`config.mk`:
```
export PLATFORM = sky130hd
export DESIGN_NAME = rr_arbiter_param
export DESIGN_NICKNAME = d
export VERILOG_FILES = /design/src/rtl/rr_arbiter_param.sv
export SDC_FILE = /design/constraint.sdc
export NUM_CORES = 1
export LEC_CHECK = 0
export ABC_CLOCK_PERIOD_IN_PS = 3600
export CAP_MARGIN = 15
export CELL_PAD_IN_SITES_DETAIL_PLACEMENT = 1
export CELL_PAD_IN_SITES_GLOBAL_PLACEMENT = 1
export CORE_MARGIN = 2
export CORE_UTILIZATION = 41
export DETAILED_ROUTE_END_ITERATION = 12
export PLACE_DENSITY_LB_ADDON = 0.1
export SYNTH_ARGS = -nofsm -noshare
export SYNTH_HDL_FRONTEND = slang
export SYNTH_HIERARCHICAL = 1
export SYNTH_SLANG_ARGS = --single-unit
export TNS_END_PERCENT = 100
```
`constraint.sdc`:
```
create_clock -name clk -period 3.6 [get_ports clk]
set_input_delay 0.72 -clock clk [delete_from_list [all_inputs] [get_ports clk]]
set_output_delay 0.72 -clock clk [all_outputs]
set_load 0.03 [all_outputs]
```
`src/rtl/rr_arbiter_param.sv`:
```
// rr_arbiter_param: N-way round-robin arbiter with registered, held one-hot grants.
// Optional max-hold preemption is built when RRA_MAX_HOLD_EN is defined.

module rra_lane #(
  parameter int IDX = 0,
  parameter int IDW = 2
) (
  input  logic           req,
  input  logic           excl,
  input  logic [IDW-1:0] ptr,
  output logic           elig,
  output logic           hi
);
  localparam logic [IDW-1:0] IDX_V = IDW'(IDX);

  assign elig = req & ~excl;
  // Lanes at or above the pointer form the first search pass; the rest wrap.
  assign hi   = elig & (IDX_V >= ptr);
endmodule

module rr_arbiter_param #(
  parameter int N        = 4,
  parameter int MAX_HOLD = 8
) (
  input  logic                 clk,
  input  logic                 rst_n,
  input  logic [N-1:0]         req,
  output logic [N-1:0]         gnt,
  output logic                 gnt_valid,
  output logic [$clog2(N)-1:0] gnt_id,
  output logic                 preempt
);
  localparam int IDW = $clog2(N);
  localparam logic [N-1:0] ONE = N'(1);

  if (N < 2 || N > 32) begin : g_bad_n
    $error("rr_arbiter_param: N must be in 2..32");
  end
  if (MAX_HOLD < 1) begin : g_bad_hold
    $error("rr_arbiter_param: MAX_HOLD must be >= 1");
  end

  typedef enum logic {IDLE, BUSY} state_t;
  state_t state;

  logic [IDW-1:0] ptr, ptr_inc, arb_ptr, win;
  logic [N-1:0]   elig_v, hi_v, win_oh;
  logic           found, owner_req, force_rel, revoke;

  function automatic logic [IDW-1:0] lsb_idx(input logic [N-1:0] v);
    lsb_idx = '0;
    for (int i = N - 1; i >= 0; i--)
      if (v[i]) lsb_idx = IDW'(i);
  endfunction

  // Wrap at N so non-power-of-two sizes never point at a missing requester.
  assign ptr_inc = (gnt_id == IDW'(N - 1)) ? '0 : gnt_id + 1'b1;
  assign arb_ptr = (state == BUSY) ? ptr_inc : ptr;

  for (genvar i = 0; i < N; i++) begin : g_lane
    rra_lane #(.IDX(i), .IDW(IDW)) u_lane (
      .req  (req[i]),
      .excl (gnt[i]),
      .ptr  (arb_ptr),
      .elig (elig_v[i]),
      .hi   (hi_v[i])
    );
  end

  assign found     = |elig_v;
  assign win       = (|hi_v) ? lsb_idx(hi_v) : lsb_idx(elig_v);
  assign win_oh    = ONE << win;
  assign owner_req = |(req & gnt);

`ifdef RRA_MAX_HOLD_EN
  localparam int HCW = $clog2(MAX_HOLD + 1);
  localparam logic [HCW-1:0] HOLD_LAST = HCW'(MAX_HOLD - 1);
  logic [HCW-1:0] hold_cnt;

  assign force_rel = (hold_cnt == HOLD_LAST) && (|(req & ~gnt));
`else
  assign force_rel = 1'b0;
`endif

  assign revoke = (state == BUSY) && owner_req && force_rel;

  always_ff @(posedge clk or negedge rst_n) begin
    if (!rst_n) begin
      state     <= IDLE;
      gnt       <= '0;
      gnt_valid <= 1'b0;
      gnt_id    <= '0;
      preempt   <= 1'b0;
      ptr       <= '0;
`ifdef RRA_MAX_HOLD_EN
      hold_cnt  <= '0;
`endif
    end else begin
      preempt <= 1'b0;
      case (state)
        IDLE: begin
          if (found) begin
            gnt       <= win_oh;
            gnt_valid <= 1'b1;
            gnt_id    <= win;
            state     <= BUSY;
`ifdef RRA_MAX_HOLD_EN
            hold_cnt  <= '0;
`endif
          end
        end
        BUSY: begin
          if (!owner_req || revoke) begin
            ptr     <= ptr_inc;
            preempt <= revoke;
            if (found) begin
              gnt    <= win_oh;
              gnt_id <= win;
`ifdef RRA_MAX_HOLD_EN
              hold_cnt <= '0;
`endif
            end else begin
              gnt       <= '0;
              gnt_valid <= 1'b0;
              state     <= IDLE;
            end
          end
`ifdef RRA_MAX_HOLD_EN
          // Saturate so a lone owner can keep the grant indefinitely.
          else if (hold_cnt != HOLD_LAST) begin
            hold_cnt <= hold_cnt + 1'b1;
          end
`endif
        end
        default: state <= IDLE;
      endcase
    end
  end
endmodule

```
==> reports/metrics.yaml <==
outcome:
  status: "finished, final reports clean"
route:
  post_drt_wl_per_cell_um: 16.5
  drt_iter0_drc: 7
  wirelength_um: 1700
  drc: 0
  viasPerCell: 6.15
  routed-via-count: 633
  firstDrtPassIters: 4
  antenna_left: 0
placed_design:
  place.gp.congestion: 0.874
  port-buffer-count: 12
  hpwl_um: 1240
  dp.cells: 99
finish:
  fin_util_pct: 52.0
  final_common_cell: "clkdlybuf4s50_1"
  syn2layout_area_growth_pct: 22.1
  ff_latch_area_sq_um: 250
  layout-drive-gt1-share_pct: 17.4
  multi_input_area_sq_um: 435
  finalNonFillerCells: 103
  fill_cells: 203
  final_cell_mix: "12 x clkdlybuf4s50_1, 10 x dfrtp_1"
  antenna_cells: 0
  final_nets: 94
sta:
  fin_skew_ns: 0.00670
  clock.fmax_mhz: 418
  finalMaxSlewViolations: 0
  fin_crit_ns: 2.39
  tns_ns: 0
  fin_hold_ws_ns: 0.497
  finalHoldViolCount: 0
  final-setup-viol-count: 0
  min_period_over_period_pct: 66.4
  rsz0062_at_grt: "no"
  maxSlewHeadroom_pct: 59.3
  tightest_slew_ns: 0.605
cts:
  root_buffer: "clkbuf_4"
  cts_setup_buffers: 0
  clkLatencyLatePin_ns: 0.27
  cts_htree_levels: 1
  postCtsResizedCells: 0
  clockBufferDepth: 2
  cts-hold-fix-buffers: 0
  cts_buffers: 3
  cts.clk_slew.worst_paths_ns: 0.07
  cts_tree: "done"
  cts.sinks: 10
critical_path:
  critPathArrivalTime_ns: 2.54
  cp_max_fo: 8
  endpoint_kind: "register"
  crit_slowest_cell: "nor4_2"
  path_buf_inv: 1
  startpoint_type: "primary input"
  cp_cell_sequence: "clkdlybuf4s50_1, nor2b_1, nor4_2, a21o_1, mux2_1"
  crit_type: "primary input to register"
  required_ns: 3.74
  cpPeakStageDelay_ns: 0.61
  cp_top_family: "simple AND/OR/NAND/NOR gates"
power_and_ir_drop:
  p_total_uw: 830
  p_leak_nw: 0.370
  peakVddDrop_mv: 0.423
  power.density_nw_per_um2: 944
min_path:
  hp-class: "register to register"
synthesis:
  syn_avg_cell_area_sq_um: 9.86
  synth_area_leaders: "dfrtp_1 35%, mux2_2 4.7%, nor2b_4 3.8%"
  synth_nets: 80
  yosysSeqAreaShare_pct: 34.8
  ys_warn_count: 6
  yosysTopAreaCell: "dfrtp_1"
  synth_area_sq_um: 719
  syn_inst: 73
  synth_cell_types: 42
  synth-seq-cells: 10
  synth_top_area_share_pct: 34.8
die:
  num_rows: 15
  initial_core_util_pct: 42.6
  dieHeight_um: 45.9
  die_w_um: 45.9
  io_pins: 14
  coreArea_sq_um: 1690
  dieArea_sq_um: 2110
flow_run:
  drv_cap: 0
global_routing:
  grt_overflow: 0
  grt_antenna_before_repair: 0
  grt_max_degree: 13
  grt_first_pass_wirelength_um: 2690
  grt_pass1_vias: 573
  grt_util_all_layers_pct: 18.5
## layout make-up
type,count,area share (%)
clock buffers,4,4.13
inverters,4,1.71
multi-input cells,56,49.6
flip-flops and latches,10,28.5
well taps,17,2.42
repair buffers,12,13.7
## worst min-delay path, stage by stage (launching register included)
cell and delay, ns:
dfrtp_1 0.35, nand2_1 0.06, o31ai_1 0.06
## state kept, by name (all words and copies together) (netlist names)
register / cells
gnt_id: 2
gnt_valid: 1
gnt: 4
state: 1
ptr: 2
## final timing paths
| path | endpoint | cells past startpoint | slack, ns | from |
|---|---|---|---|---|
| setup / recovery | gnt_id[1] | 5 | 1.21 | req[1] |
| hold / removal | ptr[0] | 2 | 0.50 | ptr[0] |
| setup reg to reg | gnt[3] | 6 | 1.35 | gnt_id[0] |
| hold reg to reg | ptr[0] | 2 | 0.50 | ptr[0] |
| max in group asynchronous | gnt[3] | 1 | 2.50 | rst_n |
| min in group asynchronous | gnt[1] | 1 | 0.77 | rst_n |
## kinds of logic after synthesis
group / count (synthesis) / synth area share (%)
simple gates: 29 / 27.5
fa+ha+maj: 1 / 1.74
buf+inv: 7 / 4.69
flops: 10 / 34.8
other cells: 1 / 0.521
mux: 6 / 9.04
compound gates: 19 / 21.7
## where the power goes
part           internal (mW)  total [mW]  switching, mW  leakage [nW]
clock                 0.0614       0.100         0.0388        0.0210
sequential             0.163       0.218         0.0548         0.121
combinational          0.224       0.512          0.288         0.227
total                  0.448       0.830          0.382         0.370
## routing by layer
| metal | vias to the layer above | global-route usage (%) | routed length [um] |
|---|---|---|---|
| met4 | 0 | 8.57 | 12 |
| met2 | 19 | 25.3 | 764 |
| met1 | 309 | 26.6 | 839 |
| li1 | 303 | - | - |
| met3 | 2 | 4.76 | 80 |
| met5 | - | 0 | 0 |
## through the flow
stage	setup slack [ns]	area [sq um]
floorplan	1.48	719
global placement	0.981	842
detailed placement	0.934	842
CTS	1.23	878
global route	1.11	878
finish	1.21	878
## synthesized netlist by cell type
library cell / count
nor2b_1: 2
or4b_1: 1
a21oi_1: 1
o21bai_1: 1
nor2b_4: 2
o31a_1: 1
mux2i_1: 2
or2_2: 1
nand3b_1: 1
nor2_1: 4
nand3_1: 4
conb_1: 1
clkbuf_1: 1
a2111o_1: 1
inv_1: 4
a2111oi_2: 1
o311a_1: 1
nor3b_2: 1
nor4_2: 1
o21ai_1: 1
o2bb2ai_1: 1
o21a_1: 1
a211o_1: 1
nor4b_2: 1
a21o_1: 1
nor4_1: 2
a31oi_1: 2
nor3_1: 2
a22oi_1: 2
ha_1: 1
or4_1: 1
a221o_1: 1
o31ai_1: 1
nand2b_1: 1
dfrtp_1: 10
and2b_1: 1
nand2_1: 4
mux2_1: 1
a21boi_2: 1
o21ai_0: 1
buf_4: 2
mux2_2: 3
Note: power is estimated with default switching activity, not from simulation.
